<file path="config.mk">
export PLATFORM = sky130hd
export DESIGN_NAME = tamagotchi_button_ctrl
export DESIGN_NICKNAME = d
export VERILOG_FILES = /design/src/rtl/tamagotchi_pkg.sv /design/src/rtl/btn_debounce.sv /design/src/rtl/tamagotchi_button_ctrl.sv
export SDC_FILE = /design/constraint.sdc
export NUM_CORES = 1
export LEC_CHECK = 0
export BUFFER_PORTS_ARGS = -buffer_cell sky130_fd_sc_hd__buf_2
export CAP_MARGIN = 25
export CORE_MARGIN = 5
export CORE_UTILIZATION = 45
export DETAILED_ROUTE_END_ITERATION = 10
export GPL_ROUTABILITY_DRIVEN = 0
export GPL_TIMING_DRIVEN = 1
export HOLD_SLACK_MARGIN = 0.05
export PLACE_DENSITY = 0.66
export SKIP_CTS_REPAIR_TIMING = 1
export SLEW_MARGIN = 20
export SYNTH_ARGS = -nofsm -noshare
export SYNTH_HDL_FRONTEND = slang
export SYNTH_HIERARCHICAL = 1
export SYNTH_SLANG_ARGS = --single-unit
</file>
<file path="constraint.sdc">
create_clock -name clk -period 4.4 [get_ports clk]
set_input_delay 0.22 -clock clk [delete_from_list [all_inputs] [get_ports clk]]
set_output_delay 0.22 -clock clk [all_outputs]
set_load 0.01 [all_outputs]
</file>
<file path="src/rtl/tamagotchi_pkg.sv">
// Shared constants for the tamagotchi button front-end.
//   COUNT_W / COUNT_MAX : width and saturation value of the hold-time counters
//   hold_state_t        : hold FSM encoding (IDLE, HELD, SAT)
//   SALUD..TEST         : bit index of each button in the internal button vectors
package tamagotchi_pkg;

    localparam int COUNT_W = 3;
    localparam logic [COUNT_W-1:0] COUNT_MAX = 3'd7;

    typedef enum logic [1:0] {
        IDLE = 2'd0,
        HELD = 2'd1,
        SAT  = 2'd2
    } hold_state_t;

    localparam int SALUD     = 0;
    localparam int ENERGIA   = 1;
    localparam int HAMBRE    = 2;
    localparam int DIVERSION = 3;
    localparam int RESET     = 4;
    localparam int TEST      = 5;
    localparam int NUM_BTN   = 6;

endpackage

</file>
<file path="src/rtl/btn_debounce.sv">
// Single pushbutton conditioner: polarity fix, 2-flop synchroniser,
// counter debounce and registered rising-edge pulse.
//   clk, rst_n : clock, async active-low reset
//   raw        : unsynchronised pin
//   level      : debounced level, pressed = 1
//   rise       : one-cycle pulse the cycle after level rises
module btn_debounce #(
    parameter int DEBOUNCE_CYCLES = 500000,
    parameter bit ACTIVE_LOW      = 1'b1
) (
    input  logic clk,
    input  logic rst_n,
    input  logic raw,
    output logic level,
    output logic rise
);

    localparam int CNT_W = $clog2(DEBOUNCE_CYCLES);
    localparam logic [CNT_W-1:0] CNT_LAST = CNT_W'(DEBOUNCE_CYCLES - 1);

    if (DEBOUNCE_CYCLES < 2) begin : g_bad_param
        $error("btn_debounce: DEBOUNCE_CYCLES must be >= 2");
    end

    logic             pressed;
    logic [1:0]       sync_q;
    logic [CNT_W-1:0] cnt_q;
    logic             level_d;

    // Polarity is fixed before the synchroniser so everything after is pressed=1.
    assign pressed = raw ^ ACTIVE_LOW;

    always_ff @(posedge clk or negedge rst_n) begin
        if (!rst_n) begin
            sync_q  <= '0;
            cnt_q   <= '0;
            level   <= 1'b0;
            level_d <= 1'b0;
            rise    <= 1'b0;
        end else begin
            sync_q  <= {sync_q[0], pressed};
            level_d <= level;
            rise    <= level & ~level_d;
            // Any sample agreeing with the stable level restarts the count.
            if (sync_q[1] == level) begin
                cnt_q <= '0;
            end else if (cnt_q == CNT_LAST) begin
                level <= sync_q[1];
                cnt_q <= '0;
            end else begin
                cnt_q <= cnt_q + 1'b1;
            end
        end
    end

endmodule

</file>
<file path="src/rtl/tamagotchi_button_ctrl.sv">
// Button front-end for tamagotchi_fsm. Six raw pushbuttons are debounced;
// the four action buttons yield one-cycle press pulses, reset/test yield
// debounced levels plus saturating whole-second hold counters.
//   clk, rst_n               : clock, async active-low reset
//   raw_*                    : unsynchronised board pins
//   btn_salud..btn_diversion : press pulses
//   btn_reset, btn_test      : debounced pressed levels
//   count_reset, count_test  : seconds held, saturating at 7
module tamagotchi_button_ctrl
    import tamagotchi_pkg::*;
#(
    parameter int DEBOUNCE_CYCLES = 500000,
    parameter int TICK_CYCLES     = 50000000,
    parameter int BTN_ACTIVE_LOW  = 1
) (
    input  logic               clk,
    input  logic               rst_n,
    input  logic               raw_salud,
    input  logic               raw_energia,
    input  logic               raw_hambre,
    input  logic               raw_diversion,
    input  logic               raw_reset,
    input  logic               raw_test,
    output logic               btn_salud,
    output logic               btn_energia,
    output logic               btn_hambre,
    output logic               btn_diversion,
    output logic               btn_reset,
    output logic               btn_test,
    output logic [COUNT_W-1:0] count_reset,
    output logic [COUNT_W-1:0] count_test
);

    localparam int TICK_W = $clog2(TICK_CYCLES);
    localparam logic [TICK_W-1:0]  TICK_LAST     = TICK_W'(TICK_CYCLES - 1);
    localparam logic [COUNT_W-1:0] COUNT_PRE_SAT = COUNT_MAX - COUNT_W'(1);

    if (TICK_CYCLES < 2) begin : g_bad_param
        $error("tamagotchi_button_ctrl: TICK_CYCLES must be >= 2");
    end

    logic [NUM_BTN-1:0] raw_vec;
    logic [NUM_BTN-1:0] level_vec;
    logic [NUM_BTN-1:0] rise_vec;
    logic [1:0][COUNT_W-1:0] hold_cnt;

    assign raw_vec = {raw_test, raw_reset, raw_diversion, raw_hambre, raw_energia, raw_salud};

    for (genvar b = 0; b < NUM_BTN; b++) begin : g_btn
        btn_debounce #(
            .DEBOUNCE_CYCLES(DEBOUNCE_CYCLES),
            .ACTIVE_LOW     (BTN_ACTIVE_LOW != 0)
        ) u_db (
            .clk  (clk),
            .rst_n(rst_n),
            .raw  (raw_vec[b]),
            .level(level_vec[b]),
            .rise (rise_vec[b])
        );
    end

    // Hold FSMs for reset (h=0) and test (h=1).
    for (genvar h = 0; h < 2; h++) begin : g_hold
        hold_state_t        state_q;
        logic [TICK_W-1:0]  tick_q;
        logic [COUNT_W-1:0] cnt_q;
        logic               lvl;

        assign lvl         = level_vec[RESET + h];
        assign hold_cnt[h] = cnt_q;

        always_ff @(posedge clk or negedge rst_n) begin
            if (!rst_n) begin
                state_q <= IDLE;
                tick_q  <= '0;
                cnt_q   <= '0;
            end else begin
                case (state_q)
                    IDLE: begin
                        cnt_q  <= '0;
                        tick_q <= '0;
                        // The level rose one edge ago; starting tick at 1 counts
                        // that cycle so count=1 lands TICK_CYCLES after the rise.
                        if (lvl) begin
                            state_q <= HELD;
                            tick_q  <= TICK_W'(1);
                        end
                    end
                    HELD: begin
                        if (!lvl) begin
                            state_q <= IDLE;
                            tick_q  <= '0;
                            cnt_q   <= '0;
                        end else if (tick_q == TICK_LAST) begin
                            tick_q <= '0;
                            cnt_q  <= cnt_q + 1'b1;
                            if (cnt_q == COUNT_PRE_SAT) state_q <= SAT;
                        end else begin
                            tick_q <= tick_q + 1'b1;
                        end
                    end
                    SAT: begin
                        if (!lvl) begin
                            state_q <= IDLE;
                            tick_q  <= '0;
                            cnt_q   <= '0;
                        end
                    end
                    default: begin
                        state_q <= IDLE;
                        tick_q  <= '0;
                        cnt_q   <= '0;
                    end
                endcase
            end
        end
    end

    assign btn_salud     = rise_vec[SALUD];
    assign btn_energia   = rise_vec[ENERGIA];
    assign btn_hambre    = rise_vec[HAMBRE];
    assign btn_diversion = rise_vec[DIVERSION];
    assign btn_reset     = level_vec[RESET];
    assign btn_test      = level_vec[TEST];
    assign count_reset   = hold_cnt[0];
    assign count_test    = hold_cnt[1];

    // Action buttons only expose pulses, reset/test only levels.
    logic unused_sigs;
    assign unused_sigs = ^{level_vec[DIVERSION:SALUD], rise_vec[TEST:RESET]};

endmodule

</file>
# Word-level counts from Yosys, hierarchy flattened
# Cells that the tools add are included.
# Widths: inputs -> output; s select.
dict set report word_totals {
  regBits 202
  wordCells 144
}
dict set report classes {
  eq_ne 28
  bitwise_logic 20
  add_sub_neg 10
  reduce_logical 12
  n_mux 42
}
# op n
set ops {}
lappend ops {{$mux 19} 12}
lappend ops {{$mux 26} 6}
lappend ops {{$pmux 26 s3} 2}
lappend ops {{$add 19x1->19 const B} 6}
lappend ops {{$eq 19x19->1 const B} 6}
lappend ops {{$add 26x1->26 const B} 2}
lappend ops {{$eq 26x26->1 const B} 2}
lappend ops {{$mux 2} 10}
lappend ops {{$mux 3} 6}
lappend ops {{$not 1->1} 16}
lappend ops {{$reduce_and 2->1} 8}
lappend ops {{$ne 3x3->1 const B} 4}
lappend ops {{$pmux 2 s3} 2}
lappend ops {{$pmux 3 s2} 2}
lappend ops {{$reduce_and 4->1} 2}
lappend ops {{$add 3x1->3 const B} 2}
lappend ops {{$eq 1x1->1} 6}
lappend ops {{$eq 3x3->1 const B} 2}
lappend ops {{$and 1x1->1} 4}
lappend ops {{$eq 2x1->1 const B} 2}
lappend ops {{$eq 2x2->1 const B} 2}
lappend ops {{$logic_not 2->1} 2}
lappend ops {{$ne 2x1->1 const B} 2}
lappend ops {{$ne 2x2->1 const B} 2}
lappend ops {{$mux 1} 2}

# Logic depth before layout (Yosys ltp)
dict set report depth {
  depth_word 5
  mapped_depth 8
  ltp_nobuf 6
}

# Cells and area by module
# The synthesis kept the hierarchy.
# mod seq_area_each_um2 n_inst cells_each area_each_um2
set modules_own_cells {}
lappend modules_own_cells {{btn_debounce (g_btn[0].u_db ...)} 600.6 5 109 1139.8}
lappend modules_own_cells {tamagotchi_button_ctrl 1551.5 1 418 3677.3}
lappend modules_own_cells {{btn_debounce (g_btn[4].u_db)} 600.6 1 107 1134.8}

# Worst setup path before layout
# No wires, ideal clock.
dict set report synth_timing {
  kind {reg2reg}
  start {register g_hold[1].tick_q[0]}
  end {register g_hold[1].tick_q[19]}
  path_slack_ps 2411
  t_arrival_ps 1865
  stages_incl_launch_ff 9
  setup_time_ps 124
  path_buffers 2
  required_ps 4276
  cell_sequence {dfrtp_1 ha_1 and4_1 nand2_2 o31a_1 buf_2 buf_2 a32oi_1 nand2_1}
}
dict set report synth_via {
  elab_chain_cells 4
}
# item line
set synth_lines {}
lappend synth_lines {{start: declaration} tamagotchi_button_ctrl.sv:65} ;# logic [TICK_W-1:0] tick_q;
lappend synth_lines {{start signal: assignment} tamagotchi_button_ctrl.sv:99} ;# tick_q <= tick_q + 1'b1;
lappend synth_lines {{$add 26x1->26 or $eq 26x26->1 (tied branches)} {tamagotchi_button_ctrl.sv:99, tamagotchi_button_ctrl.sv:94}}
lappend synth_lines {{$mux 26 *} tamagotchi_button_ctrl.sv:94} ;# end else if (tick_q == TICK_LAST) begin
lappend synth_lines {{$mux 26 *} tamagotchi_button_ctrl.sv:90} ;# if (!lvl) begin
lappend synth_lines {{$pmux 26 s3 *} tamagotchi_button_ctrl.sv:78} ;# case (state_q)
# Mark *: on every way between the ends. The rest lies on a longest branch, timed or not.
# A chain may end at the register's enable or synchronous reset.

# Worst setup path after layout
dict set report layout_timing {
  start {register g_hold[1].tick_q[0]}
  end {register g_hold[1].tick_q[15]}
}
# The elaborated chain is that of the path after synthesis.

==> flow_results.org <==
** Run status
- Status :: finished, final reports clean

** Clock tree
- H-tree depth reported by CTS :: 1
- Sinks on Clock Net :: approximately 200
- Clock tree from TritonCTS :: yes
- TritonCTS created 23 clock buffers.
- The clock passes through at most 3 buffers.
- Clock root buffer :: clkbuf_16
- Latest clock arrival within the worst-skew pair :: approximately 500 ps
- After clock tree synthesis, the clock-pin slew on the worst setup and hold paths is 60 ps.

** Setup path
- Number of buffers and inverters on the critical path :: 1
- STA puts the critical path data required time at 4780 ps.
- Worst path top cell family by delay :: compound AO/OA/AOI/OAI gates
- The worst setup path is captured at a flop.
- Data arrives at the worst endpoint at 2890 ps.
- Worst setup SP type :: flop
- The setup check on the worst reg-to-reg path leaves a slack of 1900 ps.
- RR Startpoint :: g_hold[1].tick_q[0]$_DFFE_PN0P_
- CP startpoint :: g_hold[1].tick_q[0]$_DFFE_PN0P_
- Of all nets on the critical path, the largest fanout is 22.
- Walking the worst path, the cells encountered are ha_1, and4_1, nand2_2, o31a_1, buf_4, and3_1, a221o_1.
- Depth of the most critical reg-to-reg path :: 7
- Classification of the worst setup path :: flop to flop
- The largest single stage delay on the critical path is 530 ps.
- Reg-to-reg endpoint :: g_hold[1].tick_q[15]$_DFFE_PN0P_
- The slowest stage of the critical path belongs to the cell o31a_1.

** Global routing
- Initial antenna violation count :: 0
- Total GRT Usage :: 15.0%
- The global routing stage identified its most utilized layer as met2.
- Number of global-route vias before repair :: 7393
- Global routing consumed, on the met3 layer, 2.26% of the routing resources.
- Global routing finished with a remaining overflow of 0.
- Largest net degree at the start of global routing :: 105
- Global routing usage on met2 :: 24.4%
- Met1 usage :: about a fifth
- First-pass GRT wire length :: ~34000 um

** Timing
- Final number of max-transition violations :: 0
- Largest clock skew in the final design :: 10.7 ps
- Slew of the pin with the lowest slew margin :: 933 ps
- Setup repair after global routing missed its margin :: false
- The smallest clock period supported by the final layout is computed as 2500 ps.
- For this run, the top clock speed supported by timing is 399 MHz.
- In this run the tightest slew margin relative to its limit is 37.6%.
- After routing, the total negative slack on setup checks comes to 0 ps.
- Hold Violations, Final :: 0
- In the finished design, the share of the clock period the worst path needs comes to around 57%.
- Setup violations remaining at the end of the flow were counted as 0.

** Floorplanning
- The initial utilization of the core area, before any placement, comes to 45.8%.
- The die covers about 26000 sq um.
- The floorplan step set the die height to 162 um.
- In this run the horizontal extent of the chip is approximately 160 um.
- The core region is between 20000 and 25000 sq um.
- For this design the top-level I/O count stands at 20.
- The initialized floorplan defines 55 standard-cell rows.

** Detailed routing
- After detailed routing, the number of vias per cell comes to 5.54.
- The final route contains 7679 vias.
- Drt initial violations :: 570
- Detail-routed net length per standard cell :: between 10 and 15 um
- Total wirelength of the detailed-routed design :: 19300 um
- Remaining antenna violation count :: 0
- For this run, design rule violations remaining after detail routing come to 0.
- Pre-antenna DRT Iters :: 5

** Power
- Power per cell area :: 330 nW/um^2
- Final total power :: 3.79 mW
- The worst-case IR drop observed on VDD is 222 uV.
- The analysis attributes to cell leakage a power of 4.73 nW.

** Worst hold path
- Along the worst hold path, the cell count comes to 0.
- The path class of the tightest hold or removal check is flop to flop.
- Worst Min Path Start :: g_btn[5].u_db/sync_q[0]$_DFF_PN0_
- The worst hold path terminates at g_btn[5].u_db/sync_q[1]$_DFF_PN0_.

** Placement
- Placed cell count :: 1339
- Number of port buffers :: 19
- Final HPWL DP :: roughly 13000 um

** Final layout
- Fraction of layout instances using a drive strength above 1 :: 9.71%
- Post-layout util :: 50.7%
- Layout Area Growth over Synthesis :: 10.6%
- The number of antenna diodes in the final layout is 0.
- Final cell count without fillers :: between 1000 and 1500
- In the final design database the tool counted 1107 nets.

** Synth
- Yosys printed 6 warnings.
- Dividing the synthesized area by the synthesized cell count gives 9.77 sq um.
- Net count after synthesis :: 1084
- In the synthesized netlist, the number of instances is 1064.
- After synthesis the cells add up to 10400 sq um.

** Run
- Across the run, the number of max-cap violations was 0.
stage by stage:
| step | cell area [sq um] | worst slack, ps | hold WS (ps) |
|---|---|---|---|
| 3_5_place_dp | 10700 | 1910 | 336 |
| 5_1_grt | 11500 | 1660 | 355 |
| 6_report | 11500 | 1900 | 348 |
| 2_1_floorplan | 10400 | 2410 | -75.6 |
| 3_3_place_gp | 10700 | 2000 | 335 |
| 4_1_cts | 11400 | 1910 | -172 |
sequential cells by signal, indices dropped and copies added, names as in the netlist:
signal,flops
g_btn.u_db/level_d,4
g_hold.tick_q,52
count_test,3
count_reset,3
g_btn.u_db/rise,4
g_btn.u_db/cnt_q,114
g_hold.state_q,4
g_btn.u_db/sync_q,12
g_btn.u_db/level,6
cell usage in the layout (no fill, tap or decap), drive strengths merged, types with 31 or more instances in the layout:
master / n
clkbuf: 38
nand3: 66
nand4: 47
nor3: 31
nor4: 41
nor2: 131
dfrtp: 202
xnor2: 72
nand2: 90
inv: 51
a21oi: 55
power breakdown:
group | internal [mW] | switching [mW] | total, mW
logic | 0.0299 | 0.0688 | 0.0987
registers | 1.88 | 0.0206 | 1.90
clock network | 1.08 | 0.717 | 1.79
cell type report:
class	instances	area [sq um]
well taps	285	357
flip-flops and latches	202	5050
fillers	2092	11200
clock inverters	3	18.8
multi-input cells	780	4960
clock buffers	37	698
inverters	50	188
repair buffers	30	228
how the worst max path moves through the flow:
| stage | to | slack, ps | depth (start not counted) |
|---|---|---|---|
| 2_1_floorplan | g_hold[1].tick_q[19]$_DFFE_PN0P_ | 2410 | 8 |
| 3_3_place_gp | g_hold[1].tick_q[15]$_DFFE_PN0P_ | 2000 | 7 |
| 3_5_place_dp | g_hold[1].tick_q[15]$_DFFE_PN0P_ | 1910 | 7 |
| 4_1_cts | g_hold[1].tick_q[15]$_DFFE_PN0P_ | 1910 | 7 |
| 5_1_grt | g_hold[1].tick_q[14]$_DFFE_PN0P_ | 1660 | 7 |
| 6_report | g_hold[1].tick_q[15]$_DFFE_PN0P_ | 1900 | 7 |
routing by layer:
layer / share of wire (%) / up-vias / wire, um
met5: 0 / - / 0
met4: 1.9 / 0 / 368
met3: 2.7 / 21 / 518
met2: 46 / 90 / 8850
met1: 50 / 3710 / 9560
li1: - / 3858 / -
No activity file was read; power rests on OpenSTA's default activity.
